### src/rtl/mdio_pkg.sv
// MDIO host master shared types and frame constants.
// Clause 45 framing is selected by MDIO_CLAUSE45_EN.
package mdio_pkg;

  typedef enum logic [2:0] {
    S_IDLE,
    S_PRE,
    S_HDR,
    S_TA,
    S_DATA,
    S_DONE
  } state_e;

  localparam logic [1:0] ST_C22    = 2'b01;
  localparam logic [1:0] ST_C45    = 2'b00;
  localparam logic [1:0] OP_ADDR   = 2'b00;
  localparam logic [1:0] OP_WRITE  = 2'b01;
  localparam logic [1:0] OP_READ   = 2'b10;
  localparam logic [1:0] OP_RD45   = 2'b11;
  localparam logic [1:0] TA_WR     = 2'b10;

  localparam logic [5:0] PRE_LEN    = 6'd32;
  localparam logic [5:0] HDR_END    = 6'd46;
  localparam logic [5:0] DATA_START = 6'd48;
  localparam logic [6:0] FRAME_LEN  = 7'd64;

endpackage

### src/rtl/mdio_clk_gen.sv
// MDC divider: half-period of CLK_DIV clocks while enabled,
// parked low with the divider cleared when disabled.
module mdio_clk_gen #(
  parameter int CLK_DIV = 25
) (
  input  logic clk_i,
  input  logic rst_ni,
  input  logic en_i,
  output logic mdc_o,
  output logic rise_o,
  output logic fall_o
);

  localparam logic [7:0] DIV_TC = 8'(CLK_DIV - 1);

  logic [7:0] div_q, div_d;
  logic       mdc_q, mdc_d;
  logic       tc;

  assign tc     = (div_q == DIV_TC);
  assign rise_o = en_i && tc && !mdc_q;
  assign fall_o = en_i && tc && mdc_q;
  assign mdc_o  = mdc_q;

  always_comb begin
    div_d = 8'd0;
    mdc_d = 1'b0;
    if (en_i) begin
      div_d = tc ? 8'd0 : div_q + 8'd1;
      mdc_d = tc ? ~mdc_q : mdc_q;
    end
  end

  always_ff @(posedge clk_i or negedge rst_ni) begin
    if (!rst_ni) begin
      div_q <= 8'd0;
      mdc_q <= 1'b0;
    end else begin
      div_q <= div_d;
      mdc_q <= mdc_d;
    end
  end

endmodule

### src/rtl/mdio_host_master.sv
// MDIO management master behind the EMAC host-bus bridge.
// Define MDIO_CLAUSE45_EN for Clause 45 framing (ST=00, all opcodes).
module mdio_host_master
  import mdio_pkg::*;
#(
  parameter int CLK_DIV = 25
) (
  input  logic        wb_clk_i,
  input  logic        wb_rst_n_i,
  input  logic        hostreq,
  input  logic        hostmiimsel,
  input  logic [1:0]  hostopcode,
  input  logic [9:0]  hostaddr,
  input  logic [31:0] hostwrdata,
  output logic [31:0] hostrddata,
  output logic        hostmiimrdy,
  output logic        mdc,
  output logic        mdio_o,
  output logic        mdio_t,
  input  logic        mdio_i
);

`ifdef MDIO_CLAUSE45_EN
  localparam logic [1:0] ST_SEL = ST_C45;
  logic op_ok;
  assign op_ok = 1'b1;
`else
  localparam logic [1:0] ST_SEL = ST_C22;
  logic op_ok;
  assign op_ok = (hostopcode == OP_WRITE) ||
                 (hostopcode == OP_READ);
`endif

  state_e      state_q, state_d;
  logic [5:0]  bit_q, bit_d, nb;
  logic [31:0] frame_q, frame_d;
  logic        rd_q, rd_d;
  logic        mdo_q, mdo_d;
  logic        mdt_q, mdt_d;
  logic [15:0] rsh_q, rsh_d;
  logic [15:0] rdata_q, rdata_d;
  logic        acc, en, fall, last;
  logic        unused_rise;
  logic        unused_wr;

  assign unused_wr   = ^hostwrdata[31:16];
  assign hostmiimrdy = (state_q == S_IDLE);
  assign acc         = hostreq && hostmiimsel &&
                       hostmiimrdy && op_ok;
  assign last        = (state_q == S_DATA) && (bit_q == 6'd0);
  assign en          = (state_q inside {S_PRE, S_HDR, S_TA, S_DATA})
                       && !last;
  assign nb          = bit_q + 6'd1;
  assign hostrddata  = {16'b0, rdata_q};
  assign mdio_o      = mdo_q;
  assign mdio_t      = mdt_q;

  mdio_clk_gen #(.CLK_DIV(CLK_DIV)) u_clk (
    .clk_i  (wb_clk_i),
    .rst_ni (wb_rst_n_i),
    .en_i   (en),
    .mdc_o  (mdc),
    .rise_o (unused_rise),
    .fall_o (fall)
  );

  always_comb begin
    state_d = state_q;
    bit_d   = bit_q;
    frame_d = frame_q;
    rd_d    = rd_q;
    mdo_d   = mdo_q;
    mdt_d   = mdt_q;
    rsh_d   = rsh_q;
    rdata_d = rdata_q;
    unique case (state_q)
      S_IDLE: begin
        if (acc) begin
          state_d = S_PRE;
          bit_d   = 6'd0;
          frame_d = {ST_SEL, hostopcode, hostaddr,
                     TA_WR, hostwrdata[15:0]};
          rd_d    = hostopcode[1];
          mdo_d   = 1'b1;
          mdt_d   = 1'b0;
        end
      end
      S_DONE: state_d = S_IDLE;
      default: begin
        if (last) begin
          state_d = S_DONE;
          if (rd_q) rdata_d = rsh_q;
        end else if (fall) begin
          if (rd_q && bit_q >= DATA_START)
            rsh_d = {rsh_q[14:0], mdio_i};
          bit_d = nb;
          // bit counter wraps to 0 after the last DATA bit
          if (nb == 6'd0)            state_d = S_DATA;
          else if (nb < PRE_LEN)     state_d = S_PRE;
          else if (nb < HDR_END)     state_d = S_HDR;
          else if (nb < DATA_START)  state_d = S_TA;
          else                       state_d = S_DATA;
          if (nb == 6'd0 || (rd_q && nb >= HDR_END)) begin
            mdo_d = 1'b1;
            mdt_d = 1'b1;
          end else begin
            mdt_d = 1'b0;
            mdo_d = (nb < PRE_LEN) ? 1'b1 : frame_q[~nb[4:0]];
          end
        end
      end
    endcase
  end

  always_ff @(posedge wb_clk_i or negedge wb_rst_n_i) begin
    if (!wb_rst_n_i) begin
      state_q <= S_IDLE;
      bit_q   <= 6'd0;
      frame_q <= 32'd0;
      rd_q    <= 1'b0;
      mdo_q   <= 1'b1;
      mdt_q   <= 1'b1;
      rsh_q   <= 16'd0;
      rdata_q <= 16'd0;
    end else begin
      state_q <= state_d;
      bit_q   <= bit_d;
      frame_q <= frame_d;
      rd_q    <= rd_d;
      mdo_q   <= mdo_d;
      mdt_q   <= mdt_d;
      rsh_q   <= rsh_d;
      rdata_q <= rdata_d;
    end
  end

endmodule

### config.mk
export PLATFORM = sky130hd
export DESIGN_NAME = mdio_host_master
export DESIGN_NICKNAME = d
export VERILOG_FILES = /design/src/rtl/mdio_pkg.sv /design/src/rtl/mdio_clk_gen.sv /design/src/rtl/mdio_host_master.sv
export SDC_FILE = /design/constraint.sdc
export NUM_CORES = 1
export LEC_CHECK = 0
export ABC_AREA = 1
export BUFFER_PORTS_ARGS = -buffer_cell sky130_fd_sc_hd__buf_2
export CAP_MARGIN = 25
export CORE_AREA = 5 5 94 96
export DETAILED_ROUTE_END_ITERATION = 10
export DIE_AREA = 0 0 99 101
export PLACE_DENSITY = 0.76
export RECOVER_POWER = 50
export SETUP_SLACK_MARGIN = 0.05
export SLEW_MARGIN = 40
export SYNTH_ARGS = -nofsm -noshare
export SYNTH_HDL_FRONTEND = slang
export SYNTH_HIERARCHICAL = 1
export SYNTH_SLANG_ARGS = --single-unit
### constraint.sdc
create_clock -name wb_clk_i -period 6.5 [get_ports wb_clk_i]
set_clock_uncertainty 0.05 [all_clocks]
set_input_delay 0.325 -clock wb_clk_i [delete_from_list [all_inputs] [get_ports wb_clk_i]]
set_output_delay 0.325 -clock wb_clk_i [all_outputs]
set_load 0.02 [all_outputs]
==> Word-level counts from Yosys, hierarchy flattened <==
Cells that the tools add are included.
{ "word_totals": {"register_bits": 83, "output_inout_bits": 36} }
{ "classes": {"addsub": 2, "order_cmp": 6, "n_eq_ne": 11, "mux": 29, "n_bitwise": 5, "reduce_logical": 24} }
{ "ops": {"columns": ["operator", "n"], "rows": [
  ["3-bit 2-to-1 mux", 7],
  ["6-bit < comparator (second input constant)", 3],
  ["6-bit 2-to-1 mux", 3],
  ["8-bit 2-to-1 mux", 2],
  ["6-bit >= comparator (second input constant)", 2],
  ["6-bit zero test", 2],
  ["1-bit 2-to-1 mux", 12],
  ["6-bit case mux with 2 select lines", 1],
  ["1-bit logical AND", 9],
  ["8-bit by 1-bit adder with 8-bit output (second input constant)", 1],
  ["8-bit by 5-bit == test with 1-bit output (second input constant)", 1],
  ["4-bit AND reduction", 2],
  ["4-bit nonzero test", 2],
  ["6-bit by 1-bit adder with 6-bit output (second input constant)", 1],
  ["3-bit by 2-bit == test with 1-bit output (second input constant)", 2],
  ["3-bit == test (second input constant)", 2],
  ["5-bit by 6-bit < comparator with 1-bit output (second input constant)", 1],
  ["3-bit case mux with 2 select lines", 1],
  ["1-bit binary-select mux with 5-bit select", 1],
  ["5-bit inverter", 1],
  ["2-bit != test (second input constant)", 2],
  ["1-bit inverter", 4],
  ["1-bit case mux with 2 select lines", 2],
  ["2-bit AND reduction", 2],
  ["10 further kinds", 11]
]} }

==> Logic depth before layout (Yosys ltp) <==
Gate-level depths: netlist of the first run.
{ "logic_depth": {"depth_word": 9, "depth_mapped": 19} }

==> Cells and area by module <==
The synthesis of the first run kept the hierarchy.
{ "modules_own_cells": {"columns": ["module", "n_inst", "cells_per_inst", "area_per_inst_um2"], "rows": [
  ["mdio_host_master", 1, 427, 3540.9],
  ["mdio_clk_gen", 1, 67, 503.0]
]} }

==> Least setup slack after synthesis of the first run <==
No wires, ideal clock.
{ "synth_path": {"kind": "register to register", "startpoint": "reg bit_q[0]", "endpoint": "reg mdo_q (netlist: mdio_o)", "arrival_ns": 2.404, "required_ns": 6.374, "setup_slack_ns": 3.970, "path_stages_with_launch": 20, "n_path_buf": 2, "period_less_slack_ns": 2.530, "path_cell_list": "dfrtp_1 -> buf_6 -> inv_2 -> buf_6 -> ha_1 -> nand2_1 -> nor3_1 -> nand2_2 -> inv_2 -> nor2_1 -> o21a_1 -> inv_1 -> nor3_1 -> inv_1 -> nand2_1 -> nand3_1 -> nor2_1 -> nand3_1 -> nor2_1 -> nor2_1"} }
{ "synth_lines": {"columns": ["item", "line", "rtl"], "rows": [
  ["start: declaration", "mdio_host_master.sv:35", "logic [5:0] bit_q, bit_d, nb;"],
  ["start signal: assignment", "mdio_host_master.sv:127", "bit_q <= bit_d;"],
  ["6-bit zero test", "mdio_host_master.sv:50", "assign last = (state_q == S_DATA) && (bit_q == 6'd0);"],
  ["1-bit logical AND", "mdio_host_master.sv:50", null],
  ["1-bit zero test", "mdio_host_master.sv:52", "&& !last;"],
  ["1-bit logical AND", "mdio_host_master.sv:52", null],
  ["net en", "mdio_host_master.sv:42", "logic acc, en, fall, last;"],
  ["1-bit logical AND", null, null],
  ["1-bit logical AND", "mdio_clk_gen.sv:22", "assign fall_o = en_i && tc && mdc_q;"],
  ["net fall", "mdio_host_master.sv:42", null],
  ["2-bit nonzero test (no line)", null, null],
  ["4-bit AND reduction (no line)", null, null],
  ["end signal: assignment", "mdio_host_master.sv:130", "mdo_q <= mdo_d;"],
  ["end: declaration", "mdio_host_master.sv:38", "logic mdo_q, mdo_d;"]
]} }
The timed path passes the listed nets, and every way through them passes these cells. The select of a mux whose other input is x is not followed.
A chain may end at the register's enable or synchronous reset.

==> Worst setup path in the final report of the first run <==
{ "layout_path": {"startpoint": "reg bit_q[0]", "endpoint": "reg rsh_q[0]"} }
{ "layout_between": {"elab_chain_len": 7} }
{ "layout_lines": {"columns": ["item", "line", "rtl"], "rows": [
  ["6-bit zero test", "mdio_host_master.sv:50", null],
  ["1-bit logical AND", "mdio_host_master.sv:50", null],
  ["1-bit zero test", "mdio_host_master.sv:52", null],
  ["1-bit logical AND", "mdio_host_master.sv:52", null],
  ["net en", "mdio_host_master.sv:42", null],
  ["1-bit logical AND", null, null],
  ["1-bit logical AND", "mdio_clk_gen.sv:22", null],
  ["net fall", "mdio_host_master.sv:42", null],
  ["4-bit AND reduction (no line)", null, null],
  ["end signal: assignment", "mdio_host_master.sv:132", "rsh_q <= rsh_d;"],
  ["end: declaration", "mdio_host_master.sv:40", "logic [15:0] rsh_q, rsh_d;"]
]} }
The timed path passes the listed nets, and every way through them passes these cells.

==> results.tsv, run 1 <==
metric	value	unit
WL met3	349	um
RSZ-0062 raised after global routing	no	
Hold Buf Count CTS	1	
slowest cell delay on critical path	0.79	ns
Peak Freq	282.2	MHz
Row Count	33	
post-CTS sizing	0	
n_diodes	0	
wl on met1	3394	um
setup tns final	0	ns
Cell Pwr Density	417.1	nW/um2
Hold Path Cell Cnt	3	
first-pass GRT wire length	13280	um
CP Cell Sequence	inv_2, ha_1, nand2_1, nor3_1, nand2_2, inv_2, nor2_1, o21a_1, inv_1, nor3_1, nand3_2, nor2_1, a21oi_2	
minimum clock period	3.544	ns
share of layout cells above drive strength 1	0.1780	
Setup crit start kind	register	
P_leak	2.245	nW
Starting Density	0.5070	
status	finished, final reports clean	
core region area	7969	um2
via count	3114	
total CTS buffers	9	
DP Area	4249	um2
DP Wirelength	5419	um
synth warn	6	
Pins Over Slew Limit	0	
Cells after DPL	633	
WL/cell	11.85	um
H-tree depth	3	
setup bufs post-CTS	0	
final net count	593	
Skew-Pair Late Insertion Delay	0.36	ns
drt first pass iters	5	
clock buffer depth	2	
largest net degree at the start of global routing	82	
layout filler cell count	739	
fin area	4503	um2
Worst-path clk slew	0.09	ns
Chip Width	99	um
Slowest-stage cell, CP	dfrtp_1	
slew at the pin closest to its max-slew limit	0.7231	ns
Crit. End Element	register	
io pins	85	
gpl congestion	0.8533	
Top Metal Used	met4	
Final Util	0.5651	
Hold Slack	0.09851	ns
CP Class	reg -> reg	
Max-cap violations	0	
CTS root buf	clkbuf_8	
Hold Crit Class	in -> reg	
final worst-path cycle share	0.5452	
ANT nets after route	0	
critical-path maximum fanout	32	
Worst VDD drop	234.4	uV
Final Hold Vio Count	0	
Chip Height	101	um
Mapped Area	4040	um2
DR WL met2	3803	um
vias per cell	4.791	
Syn-to-layout area delta	11.46	%
vias in the first global route	3036	
gr ovfl total	0	
I/O Buffers	52	
CP required	6.69	ns
Clock Sinks	81	
Mapped Cells	493	
Finished Layout Cells	650	
WL final	7700	um
reg2reg path depth	13	
mean area per synthesized cell	8.195	um2
Final setup viols	0	
slew margin rel.	0.5180	
GRT Total Usage	0.1655	
CTS tree	done	
DR iter-0 viols	115	
Worst EP arrival	3.73	ns
DRC viols	0	
initial antenna violation count	0	
Die ar.	9999	um2
-- placed cells by master, fill, tap and decap left out, types with 2 or more instances in the layout --
cell type,n
nand2_1,152
dfrtp_1,79
inv_1,56
buf_2,41
nand3_1,39
o21ai_1,25
o21ai_0,24
nor2_1,23
conb_1,16
clkbuf_1,10
clkbuf_8,9
inv_2,8
nand2_2,7
o21ai_2,6
nor2_2,5
xor2_1,5
o22ai_1,5
ha_1,4
nor3_1,3
bufinv_16,3
inv_6,3
o21a_1,2
nand3_2,2
dfstp_2,2
-- registers in the layout (all words and copies together) (netlist names) --
signal	flops
frame_q	29
rdata_q	16
rsh_q	16
u_clk/div_q	8
bit_q	6
state_q	3
mdio_o	1
mdio_t	1
u_clk/mdc_o	1
-- final cells by class --
cell class	instances	area, um2	area share
Inverter	65	245.2	0.05446
Tap cell	105	131.4	0.02917
Sequential cell	81	2029	0.4507
Clock buffer	9	123.9	0.02751
Multi-Input combinational cell	330	1577	0.3501
Timing Repair Buffer	53	264.0	0.05863
Clock inverter	7	132.6	0.02945
-- path summary, 6_finish.rpt --
path / endpoint / startpoint / slack (ns)
max in group asynchronous: u_clk/div_q[0]$_DFF_PN0_ / wb_rst_n_i / 5.39
hold / removal: frame_q[21]$_DFFE_PN0P_ / hostaddr[3] / 0.1
hold reg to reg: mdio_t$_DFFE_PN1P_ / mdio_t$_DFFE_PN1P_ / 0.43
min in group asynchronous: frame_q[19]$_DFFE_PN0P_ / wb_rst_n_i / 0.50
setup reg to reg: rsh_q[0]$_DFFE_PN0P_ / bit_q[0]$_DFFE_PN0P_ / 2.96
setup / recovery: rsh_q[0]$_DFFE_PN0P_ / bit_q[0]$_DFFE_PN0P_ / 2.96
-- power breakdown --
part | internal, mW | switching, mW | total [mW]
logic | 0.237 | 0.457 | 0.694
registers | 0.631 | 0.0882 | 0.719
clock network | 0.262 | 0.203 | 0.465
total | 1.13 | 0.748 | 1.88
-- critical path, delay by kind of cell, from the launching register on --
family	cells	cell delay [ns]
simple gates	7	1.54
flops	1	0.79
buf+inv	3	0.46
fa+ha+maj	1	0.30
compound gates	2	0.26
-- metal layers --
| layer | vias up | GRT usage |
|---|---|---|
| li1 | 1602 | - |
| met1 | 1440 | 0.1950 |
| met2 | 60 | 0.2903 |
| met3 | 12 | 0.03599 |
| met4 | 0 | 0.07248 |
| met5 | - | 0 |
-- per-stage QoR --
step                worst slack [ns]  power (mW)
global placement               3.022       1.402
floorplan                      3.970       1.285
global route                   2.549       2.031
finish                         2.956       1.878
CTS                            2.928       1.898
detailed placement             2.954       1.424
Note: power is estimated with default switching activity, not from simulation.
==> inputs of run 2 (changes only) <==
--- a/config.mk
+++ b/config.mk
@@ -5,13 +5,13 @@
 export SDC_FILE = /design/constraint.sdc
 export NUM_CORES = 1
 export LEC_CHECK = 0
-export ABC_AREA = 1
+export ABC_AREA = 0
 export BUFFER_PORTS_ARGS = -buffer_cell sky130_fd_sc_hd__buf_2
 export CAP_MARGIN = 25
-export CORE_AREA = 5 5 94 96
+export CORE_AREA = 5 5 97 99
 export DETAILED_ROUTE_END_ITERATION = 10
-export DIE_AREA = 0 0 99 101
-export PLACE_DENSITY = 0.76
+export DIE_AREA = 0 0 102 104
+export PLACE_DENSITY = 0.74
 export RECOVER_POWER = 50
 export SETUP_SLACK_MARGIN = 0.05
 export SLEW_MARGIN = 40
==> constraint.sdc (replaced) <==
create_clock -name wb_clk_i -period 3.1 [get_ports wb_clk_i]
set_clock_uncertainty 0.05 [all_clocks]
set_input_delay 0.155 -clock wb_clk_i [delete_from_list [all_inputs] [get_ports wb_clk_i]]
set_output_delay 0.155 -clock wb_clk_i [all_outputs]
set_load 0.02 [all_outputs]
==> results.tsv, run 2 <==
metric	value	unit
clock buffer depth	2	
number of flip-flops in the largest register	29	
Max-cap violations	1	
failing checks	max-capacitance violations, max-slew violations	
Clock Sinks	81	
Final setup viols	0	
vias per cell	5.244	
reg-to-reg slack, setup	0.27	ns
Crit. End Element	register	
WL/cell	15.26	um
io pins	85	
Cells after DPL	468	
Crit Reg-Reg Startpoint	u_clk/div_q[0]$_DFF_PN0_	
slew at the pin closest to its max-slew limit	1.915	ns
share of layout cells above drive strength 1	0.3605	
status	finished with violations	
GRT Total Usage	0.1593	
Peak Freq	352.9	MHz
DP Area	4328	um2
drt first pass iters	4	
Chip Height	104	um
Worst-path clk slew	0.09	ns
vias in the first global route	2829	
setup bufs post-CTS	0	
Cell Pwr Density	403.9	nW/um2
mean area per synthesized cell	12.72	um2
crit path launch	u_clk/div_q[0]$_DFF_PN0_	
CTS root buf	clkbuf_8	
DP Wirelength	5225	um
Chip Width	102	um
Row Count	34	
slew margin rel.	-0.2770	
via count	2690	
fin area	4813	um2
first-pass GRT wire length	13550	um
H-tree depth	3	
Global Route met1 Usage	0.2126	
WL final	7828	um
register area	2029	um2
DRC viols	0	
Hold Slack	0.2190	ns
Skew-Pair Late Insertion Delay	0.36	ns
largest reg by FF count	frame_q	
Worst EP arrival	3.03	ns
total CTS buffers	9	
gpl congestion	0.9030	
ANT nets after route	0	
minimum clock period	2.833	ns
layout filler cell count	673	
CTS tree	done	
Finished Layout Cells	513	
Hold Path Cell Cnt	4	
Hold Crit Class	in -> reg	
n_diodes	0	
RSZ-0062 raised after global routing	no	
Setup crit start kind	register	
gr busiest metal	met2	
Mapped Area	4008	um2
largest net degree at the start of global routing	82	
CP required	3.30	ns
CP Class	reg -> reg	
core region area	8466	um2
Final Hold Vio Count	0	
synth warn	6	
critical-path maximum fanout	9	
DR iter-0 viols	149	
Mapped Cells	315	
final net count	453	
Pins Over Slew Limit	82	
commonest non-fill, non-tap cell in the layout	dfrtp_1	
met2 usage	0.2474	
RR Endpoint	rsh_q[12]$_DFFE_PN0P_	
P_leak	2.330	nW
reg2reg path depth	9	
Worst VDD drop	358.7	uV
setup tns final	0	ns
initial antenna violation count	0	
critical path endpoint	rsh_q[12]$_DFFE_PN0P_	
Syn-to-layout area delta	20.11	%
Top Registers	frame_q: 29 flops, rdata_q: 16 flops, rsh_q: 16 flops	
final worst-path cycle share	0.9140	
commonest non-fill, non-tap cells in the layout	dfrtp_1, mux2_2, buf_2	
gr ovfl total	0	
Starting Density	0.4734	
Die ar.	10610	um2
area of the multi-input gates	1793	um2
met3 Resource Use GR	0.03488	
I/O Buffers	52	
==> run 2: cell types whose count changed in the layout (fill, tap and decap cells not counted), sizes merged, moves of 5 or more <==
cell         delta
buf             +6
dlygate4sd3    +28
mux2i           +7
inv            -51
nand2         -149
mux2           +59
mux4            +5
and3            +5
o21ai          -41
nor2           -15
nand3          -30
==> run 2: routing by layer <==
layer,part of all wire,vias to the layer above
met3,0.047,14
met5,0,-
met2,0.49,71
li1,-,1269
met4,0.022,0
met1,0.44,1336
==> run 2: worst max-delay path, cell delays in order, from the launching register on <==
cell	delay, ns
dfrtp_1	0.43
inv_1	0.07
ha_1	0.13
or3b_4	0.40
or4_4	0.44
nor3_1	0.22
nand4_1	0.20
nor2_4	0.31
buf_12	0.19
mux2_4	0.30
==> run 2: metrics by stage <==
stage	setup slack, ns	utilization	power, mW
global placement	0.2952	0.5108	1.136
global route	0.09786	0.5686	2.032
finish	0.2666	0.5686	1.944
CTS	0.2501	0.5701	1.971
floorplan	0.3469	-	1.112
detailed placement	0.2786	0.5112	1.138
==> run 2: layout make-up <==
type	instances	share of cell area
multi-input cells	208	0.3725
well taps	108	0.02807
flip-flops and latches	81	0.4216
clock buffers	9	0.02573
repair buffers	88	0.1253
clock inverters	7	0.01742
inverters	12	0.009358
==> run 2: timing repair <==
item                                    4_1_cts  5_1_grt
endpoints found under the hold margin       107        0
endpoints found under the setup margin        0        1
resized for setup                             0        1
hold buffers                                 29        0
==> run 2: how the worst min path moves through the flow <==
stage / from / to
after floorplan: wb_rst_n_i / bit_q[0]$_DFFE_PN0P_
after global routing: hostmiimsel / state_q[0]$_DFFE_PN0P_
after global placement: wb_rst_n_i / frame_q[3]$_DFFE_PN0P_
after detailed placement: wb_rst_n_i / frame_q[27]$_DFFE_PN0P_
final: hostmiimsel / state_q[0]$_DFFE_PN0P_
after CTS: hostmiimsel / state_q[0]$_DFFE_PN0P_
==> run 2: report_power, final <==
| part | leakage, nW | switching (mW) | internal [mW] | total (mW) |
|---|---|---|---|---|
| Sequential | 1.08 | 0 | 1.06 | 1.06 |
| Clock | 0.103 | 0.413 | 0.387 | 0.800 |
| Combinational | 1.14 | 0.0494 | 0.0390 | 0.0884 |
| Total | 2.33 | 0.462 | 1.48 | 1.94 |
